===== config.mk =====
export PLATFORM = sky130hd
export DESIGN_NAME = math_sequencer
export DESIGN_NICKNAME = d
export VERILOG_FILES = /design/src/rtl/math_sequencer.sv
export SDC_FILE = /design/constraint.sdc
export NUM_CORES = 1
export LEC_CHECK = 0
export CAP_MARGIN = 20
export CORE_MARGIN = 5
export CORE_UTILIZATION = 53
export DETAILED_ROUTE_END_ITERATION = 10
export DONT_BUFFER_PORTS = 1
export GPL_ROUTABILITY_DRIVEN = 0
export PLACE_DENSITY = 0.73
export SYNTH_ARGS = -nofsm -noshare
export SYNTH_HDL_FRONTEND = slang
export SYNTH_SLANG_ARGS = --single-unit

===== constraint.sdc =====
create_clock -name clk -period 4.25 [get_ports clk]
set_input_delay 0.2125 -clock clk [delete_from_list [all_inputs] [get_ports clk]]
set_output_delay 0.2125 -clock clk [all_outputs]
set_load 0.02 [all_outputs]

===== src/rtl/math_sequencer.sv =====
// rtl/math_sequencer.sv - ADD/SUB/MUL/DIV sequencer around one shared add/subtract datapath
// MUL is shift-add LSB first on {hi,lo}; DIV is restoring MSB first with hi=remainder, lo=quotient.
module math_sequencer #(
    parameter int WIDTH = 4
) (
    input  logic               clk,
    input  logic               reset,
    input  logic               start,
    input  logic [1:0]         op,
    input  logic [WIDTH-1:0]   A,
    input  logic [WIDTH-1:0]   B,
    output logic               busy,
    output logic               done,
    output logic [2*WIDTH-1:0] result,
    output logic               err
);
    localparam int SW = (WIDTH > 1) ? $clog2(WIDTH) : 1;
    localparam logic [1:0] OP_ADD = 2'b00;
    localparam logic [1:0] OP_SUB = 2'b01;
    localparam logic [1:0] OP_MUL = 2'b10;
    localparam logic [1:0] OP_DIV = 2'b11;

    typedef enum logic [1:0] {S_IDLE, S_EXEC, S_DONE} state_e;

    state_e             state_q, state_d;
    logic [1:0]         op_q, op_d;
    logic [WIDTH-1:0]   a_q, a_d, b_q, b_d;
    logic [WIDTH-1:0]   hi_q, hi_d, lo_q, lo_d;
    logic [SW-1:0]      step_q, step_d;
    logic [2*WIDTH-1:0] result_q, result_d;
    logic               err_q, err_d;

    // Shared adder/subtractor, two guard bits so a DIV trial subtract shows its sign in the MSB
    logic [WIDTH+1:0] alu_x, alu_y, alu_s;
    logic             alu_sub;

    always_comb begin
        alu_x   = '0;
        alu_y   = {2'b00, b_q};
        alu_sub = 1'b0;
        case (op_q)
            OP_ADD: alu_x = {2'b00, a_q};
            OP_SUB: begin
                alu_x   = {2'b00, a_q};
                alu_sub = 1'b1;
            end
            OP_MUL: begin
                alu_x = {2'b00, hi_q};
                alu_y = {2'b00, a_q};
            end
            default: begin
                alu_x   = {1'b0, hi_q, lo_q[WIDTH-1]};
                alu_sub = 1'b1;
            end
        endcase
    end

    assign alu_s = alu_x + (alu_sub ? ~alu_y : alu_y) + (WIDTH+2)'(alu_sub);

    logic [WIDTH:0]   mul_new;
    logic             div_neg;
    logic [WIDTH-1:0] rem_n, quot_n;
    logic             last_step;

    assign mul_new   = lo_q[0] ? alu_s[WIDTH:0] : {1'b0, hi_q};
    assign div_neg   = alu_s[WIDTH+1];
    assign rem_n     = div_neg ? {hi_q[WIDTH-2:0], lo_q[WIDTH-1]} : alu_s[WIDTH-1:0];
    assign quot_n    = {lo_q[WIDTH-2:0], ~div_neg};
    assign last_step = (step_q == SW'(WIDTH-1));

    always_comb begin
        state_d  = state_q;
        op_d     = op_q;
        a_d      = a_q;
        b_d      = b_q;
        hi_d     = hi_q;
        lo_d     = lo_q;
        step_d   = step_q;
        result_d = result_q;
        err_d    = err_q;
        case (state_q)
            S_IDLE: begin
                if (start) begin
                    state_d = S_EXEC;
                    op_d    = op;
                    a_d     = A;
                    b_d     = B;
                    hi_d    = '0;
                    lo_d    = (op == OP_MUL) ? B : A;
                    step_d  = '0;
                    err_d   = 1'b0;
                end
            end
            S_EXEC: begin
                case (op_q)
                    OP_ADD, OP_SUB: begin
                        result_d = {{WIDTH{1'b0}}, alu_s[WIDTH-1:0]};
                        state_d  = S_DONE;
                    end
                    OP_MUL: begin
                        hi_d   = mul_new[WIDTH:1];
                        lo_d   = {mul_new[0], lo_q[WIDTH-1:1]};
                        step_d = step_q + 1'b1;
                        if (last_step) begin
                            result_d = {mul_new, lo_q[WIDTH-1:1]};
                            state_d  = S_DONE;
                        end
                    end
                    default: begin
                        if (b_q == '0) begin
                            result_d = '1;
                            err_d    = 1'b1;
                            state_d  = S_DONE;
                        end else begin
                            hi_d   = rem_n;
                            lo_d   = quot_n;
                            step_d = step_q + 1'b1;
                            if (last_step) begin
                                result_d = {rem_n, quot_n};
                                state_d  = S_DONE;
                            end
                        end
                    end
                endcase
            end
            default: state_d = S_IDLE;
        endcase
    end

    always_ff @(posedge clk) begin
        if (reset) begin
            state_q  <= S_IDLE;
            op_q     <= '0;
            a_q      <= '0;
            b_q      <= '0;
            hi_q     <= '0;
            lo_q     <= '0;
            step_q   <= '0;
            result_q <= '0;
            err_q    <= 1'b0;
        end else begin
            state_q  <= state_d;
            op_q     <= op_d;
            a_q      <= a_d;
            b_q      <= b_d;
            hi_q     <= hi_d;
            lo_q     <= lo_d;
            step_q   <= step_d;
            result_q <= result_d;
            err_q    <= err_d;
        end
    end

    assign busy   = (state_q == S_EXEC);
    assign done   = (state_q == S_DONE);
    assign result = result_q;
    assign err    = err_q;
endmodule


==> results by group <==
Outcome
  – Status: finished, final reports clean

Finish
  – Final Util: 0.580
  – Area grow syn2layout: 5.31%
  – Final net count: 285
  – Final cell count without fillers: approximately 320
  – Share of post-route cells with drive strength above 1: 0.0599
  – Ant. Diodes: 0

Worst setup path
  – Worst r2r src: op_q[1]$_SDFFE_PP0P_
  – Critical Path RT: between 4 and 5 ns
  – Crit path kind: register to register
  – Reg2reg end: hi_q[2]$_SDFFE_PP0P_
  – Worst Path Max Fanout: 20
  – Worst path cell trace: buf_4 > nor2b_1 > a211oi_1 > a21oi_1 > ha_1 > nand4_1 > o21bai_2 > xor2_1 > mux2i_1 > o22ai_1
  – Worst stage delay on the critical path: 0.56 ns
  – Top cell family by delay on the critical path: compound AO/OA/AOI/OAI gates
  – Buf/Inv on CP: 1
  – CP arrival: 3.31 ns
  – Startpoint class of the critical path: register
  – CP max stage cell: dfxtp_1
  – FF-to-FF setup slack: 1.11 ns
  – CP endpoint kind: register
  – Reg2reg path depth: 10

Worst hold path
  – Worst Hold Depth: 1
  – Hold/Removal Path Class: input port to register
  – Hold worst-path end: lo_q[3]$_SDFFE_PP0P_
  – Hold Startpoint: reset

Synthesis
  – Compound-Gate Fraction of Synth Area: 0.260
  – Post-synth cell types: 47
  – Area leader, netlist: dfxtp_1
  – Predominant post-synthesis flop cell: dfxtp_1
  – Most frequent cells after synthesis: nand2_1, dfxtp_1, a21oi_1
  – Syn nets: a little under 300
  – Simple-gate share of the synthesized area: 0.229
  – Register area share after synthesis: 0.303
  – Adder-cell share of the synthesized area: 0.0403
  – Post-Syn Instances: ~270
  – Mux cell area share after synthesis: 0.0874
  – Post-synth ARST share: 0
  – Largest family of logic cells by synthesized area: compound AO/OA/AOI/OAI gates
  – Yosys top cell area share: 0.303
  – EDFF count, synth: 0
  – Most common cell in the netlist: nand2_1
  – Synth Cell Area: 2050 sq um
  – Syn_area_per_cell: 7.50 sq um
  – Synthesized flop and latch total: 31
  – Area contributors post-synth: dfxtp_1, nand2_1, a21oi_1, mux2i_1, nor2_1
  – Yosys warning count: 0
  – XOR/XNOR Fraction of Synth Area: 0.0299

Floorplanning
  – Die ar.: approximately 5200 sq um
  – Row count: 22
  – IO Pins: 24
  – DIE HEIGHT: 72.2 um
  – Core area: 3720 sq um
  – Die W: 72.2 um
  – Initial Utilization: 0.551

STA
  – Count of pins over their slew limit: 0
  – Final hold violation count: 0
  – Worst-Margin Slew: a little over 1 ns
  – Slew margin rel.: 0.326
  – RSZ-0062 raised after global routing: false
  – Clock Skews: 0.00972 ns
  – Post-Route Setup TNS: 0 ns
  – Final setup violating endpoints: 0
  – Tmin final: about 3.1 ns
  – Tcrit/Tclk final: 0.738
  – Peak Freq: 319 MHz
  – Min Hold Slack: 0.0242 ns

Drt
  – Drt pass-1 iters: 4
  – Routed wire length: 5210 um
  – Total vias in the final route: 1913
  – Starting DRC count in detailed routing: 159
  – WL per Instance: 16.5 um
  – Vias/cell: roughly 6
  – Number of remaining DRC errors: 0
  – Post-route ant nets: 0

Global route
  – Vias in the first global route: 1837
  – Initial antenna violation count: 0
  – Gr usage total: 0.220
  – Overflow after GRT: 0
  – Largest net degree at the start of global routing: 29
  – First-pass GRT wire length: 9000 um

Power and ir drop
  – Clock group share of total power: 0.304
  – Flop pwr share: 0.455
  – Internal Power: 0.000490 W
  – Leak: 0.776 nW
  – Peak supply drop: 246 uV
  – Switching Fraction: 0.341
  – PwrDens: 345 nW/um^2
  – Gate power share: 0.241
  – Sw Pwr: 0.000254 W

Placement
  – Placed cell count: 306
  – DPL Wire Length: 3780 um
  – Port Buf Inserts: 0

CTS
  – Worst-path clk slew: approximately 0.070 ns
  – Maximum clock path buffer count: 2
  – Inserted Clock Buffers: 5
  – Clock latency at the later pin of the worst-skew pair: about 0.29 ns
  – Clock sinks: 31
  – CTS tree: built
  – Root Buffer Master: clkbuf_8
  – H-tree levels: 2
  – Postcts setup bufs: 0

Run
  – Max cap viols: 0
## power groups by stage
| stage | registers [W] | logic [W] | clock network (W) |
|---|---|---|---|
| 3_5_place_dp | 0.000345 | 0.000173 | 0 |
| 5_1_grt | 0.000342 | 0.000201 | 0.000241 |
| 6_report | 0.000339 | 0.000179 | 0.000226 |
| 4_1_cts | 0.000338 | 0.000178 | 0.000230 |
| 2_1_floorplan | 0.000332 | 0.000148 | 0 |
| 3_3_place_gp | 0.000344 | 0.000171 | 0 |
## registers in the layout, summed over array words and instances (netlist names)
name	flops
result	8
a_q	4
b_q	4
hi_q	4
lo_q	4
op_q	2
state_q	2
step_q	2
err	1
## repair_timing
| action | in CTS | in global routing |
|---|---|---|
| hold endpoints to repair | 22 | 0 |
| gates resized for setup | 0 | 0 |
| hold buffers | 1 | 0 |
## worst max path at each step
stage	start	end	slack, ns	cells past startpoint
2_1_floorplan	op_q[0]$_SDFFE_PP0P_	hi_q[0]$_SDFFE_PP0P_	1.00	12
3_3_place_gp	op_q[1]$_SDFFE_PP0P_	result[6]$_SDFFE_PP0P_	1.27	11
3_5_place_dp	op_q[1]$_SDFFE_PP0P_	hi_q[2]$_SDFFE_PP0P_	1.14	11
4_1_cts	op_q[1]$_SDFFE_PP0P_	hi_q[2]$_SDFFE_PP0P_	1.12	10
5_1_grt	op_q[1]$_SDFFE_PP0P_	hi_q[2]$_SDFFE_PP0P_	0.76	11
6_report	op_q[1]$_SDFFE_PP0P_	hi_q[2]$_SDFFE_PP0P_	1.11	10
## cells by family (layout without fill, tap and decap cells)
group                    Yosys count  count (layout)
XOR/XNOR                           7               7
AND/OR/NAND/NOR                  103             103
adder cells (fa/ha/maj)            6               6
flip-flops                        31              31
multiplexers                      17              17
buffers and inverters             27              21
AO/OA/AOI/OAI                     82              82
## area by class of cell
class | instances | area [sq um]
Clock buffer | 7 | 76.3
Clock inverter | 1 | 5.00
Fill cell | 382 | 1560
Inverter | 8 | 30.0
Multi-Input combinational cell | 215 | 1330
Sequential cell | 31 | 621
Tap cell | 48 | 60.1
Timing Repair Buffer | 5 | 40.0
## layout by cell type, fill, tap and decap left out, types with 4 or more instances in the layout
cell,count
a211oi_1,5
a21oi_1,30
a311oi_1,6
a31oi_1,5
buf_4,4
clkbuf_8,5
dfxtp_1,31
ha_1,5
inv_1,7
mux2i_1,13
nand2_1,45
nand2b_1,7
nor2_1,23
nor2b_1,7
nor3_1,7
o21ai_0,8
o22ai_1,5
xnor2_1,5
## layer usage
metal  share of wire  wire, um  track usage  vias up
met5               0         0            0        -
met4           0.020       106       0.0919        0
met3           0.075       392       0.0623        9
met2            0.45      2350        0.336       62
met1            0.45      2360        0.291      874
li1                -         -            -      968
## through the flow
stage / worst slack (ns) / power (W) / area, sq um
final: 1.11 / 0.000744 / 2160
after detailed placement: 1.14 / 0.000518 / 2070
after global routing: 0.759 / 0.000784 / 2160
after CTS: 1.12 / 0.000746 / 2160
after floorplan: 1.00 / 0.000481 / 2050
after global placement: 1.27 / 0.000515 / 2070
Power figures use the tool's default switching activity.
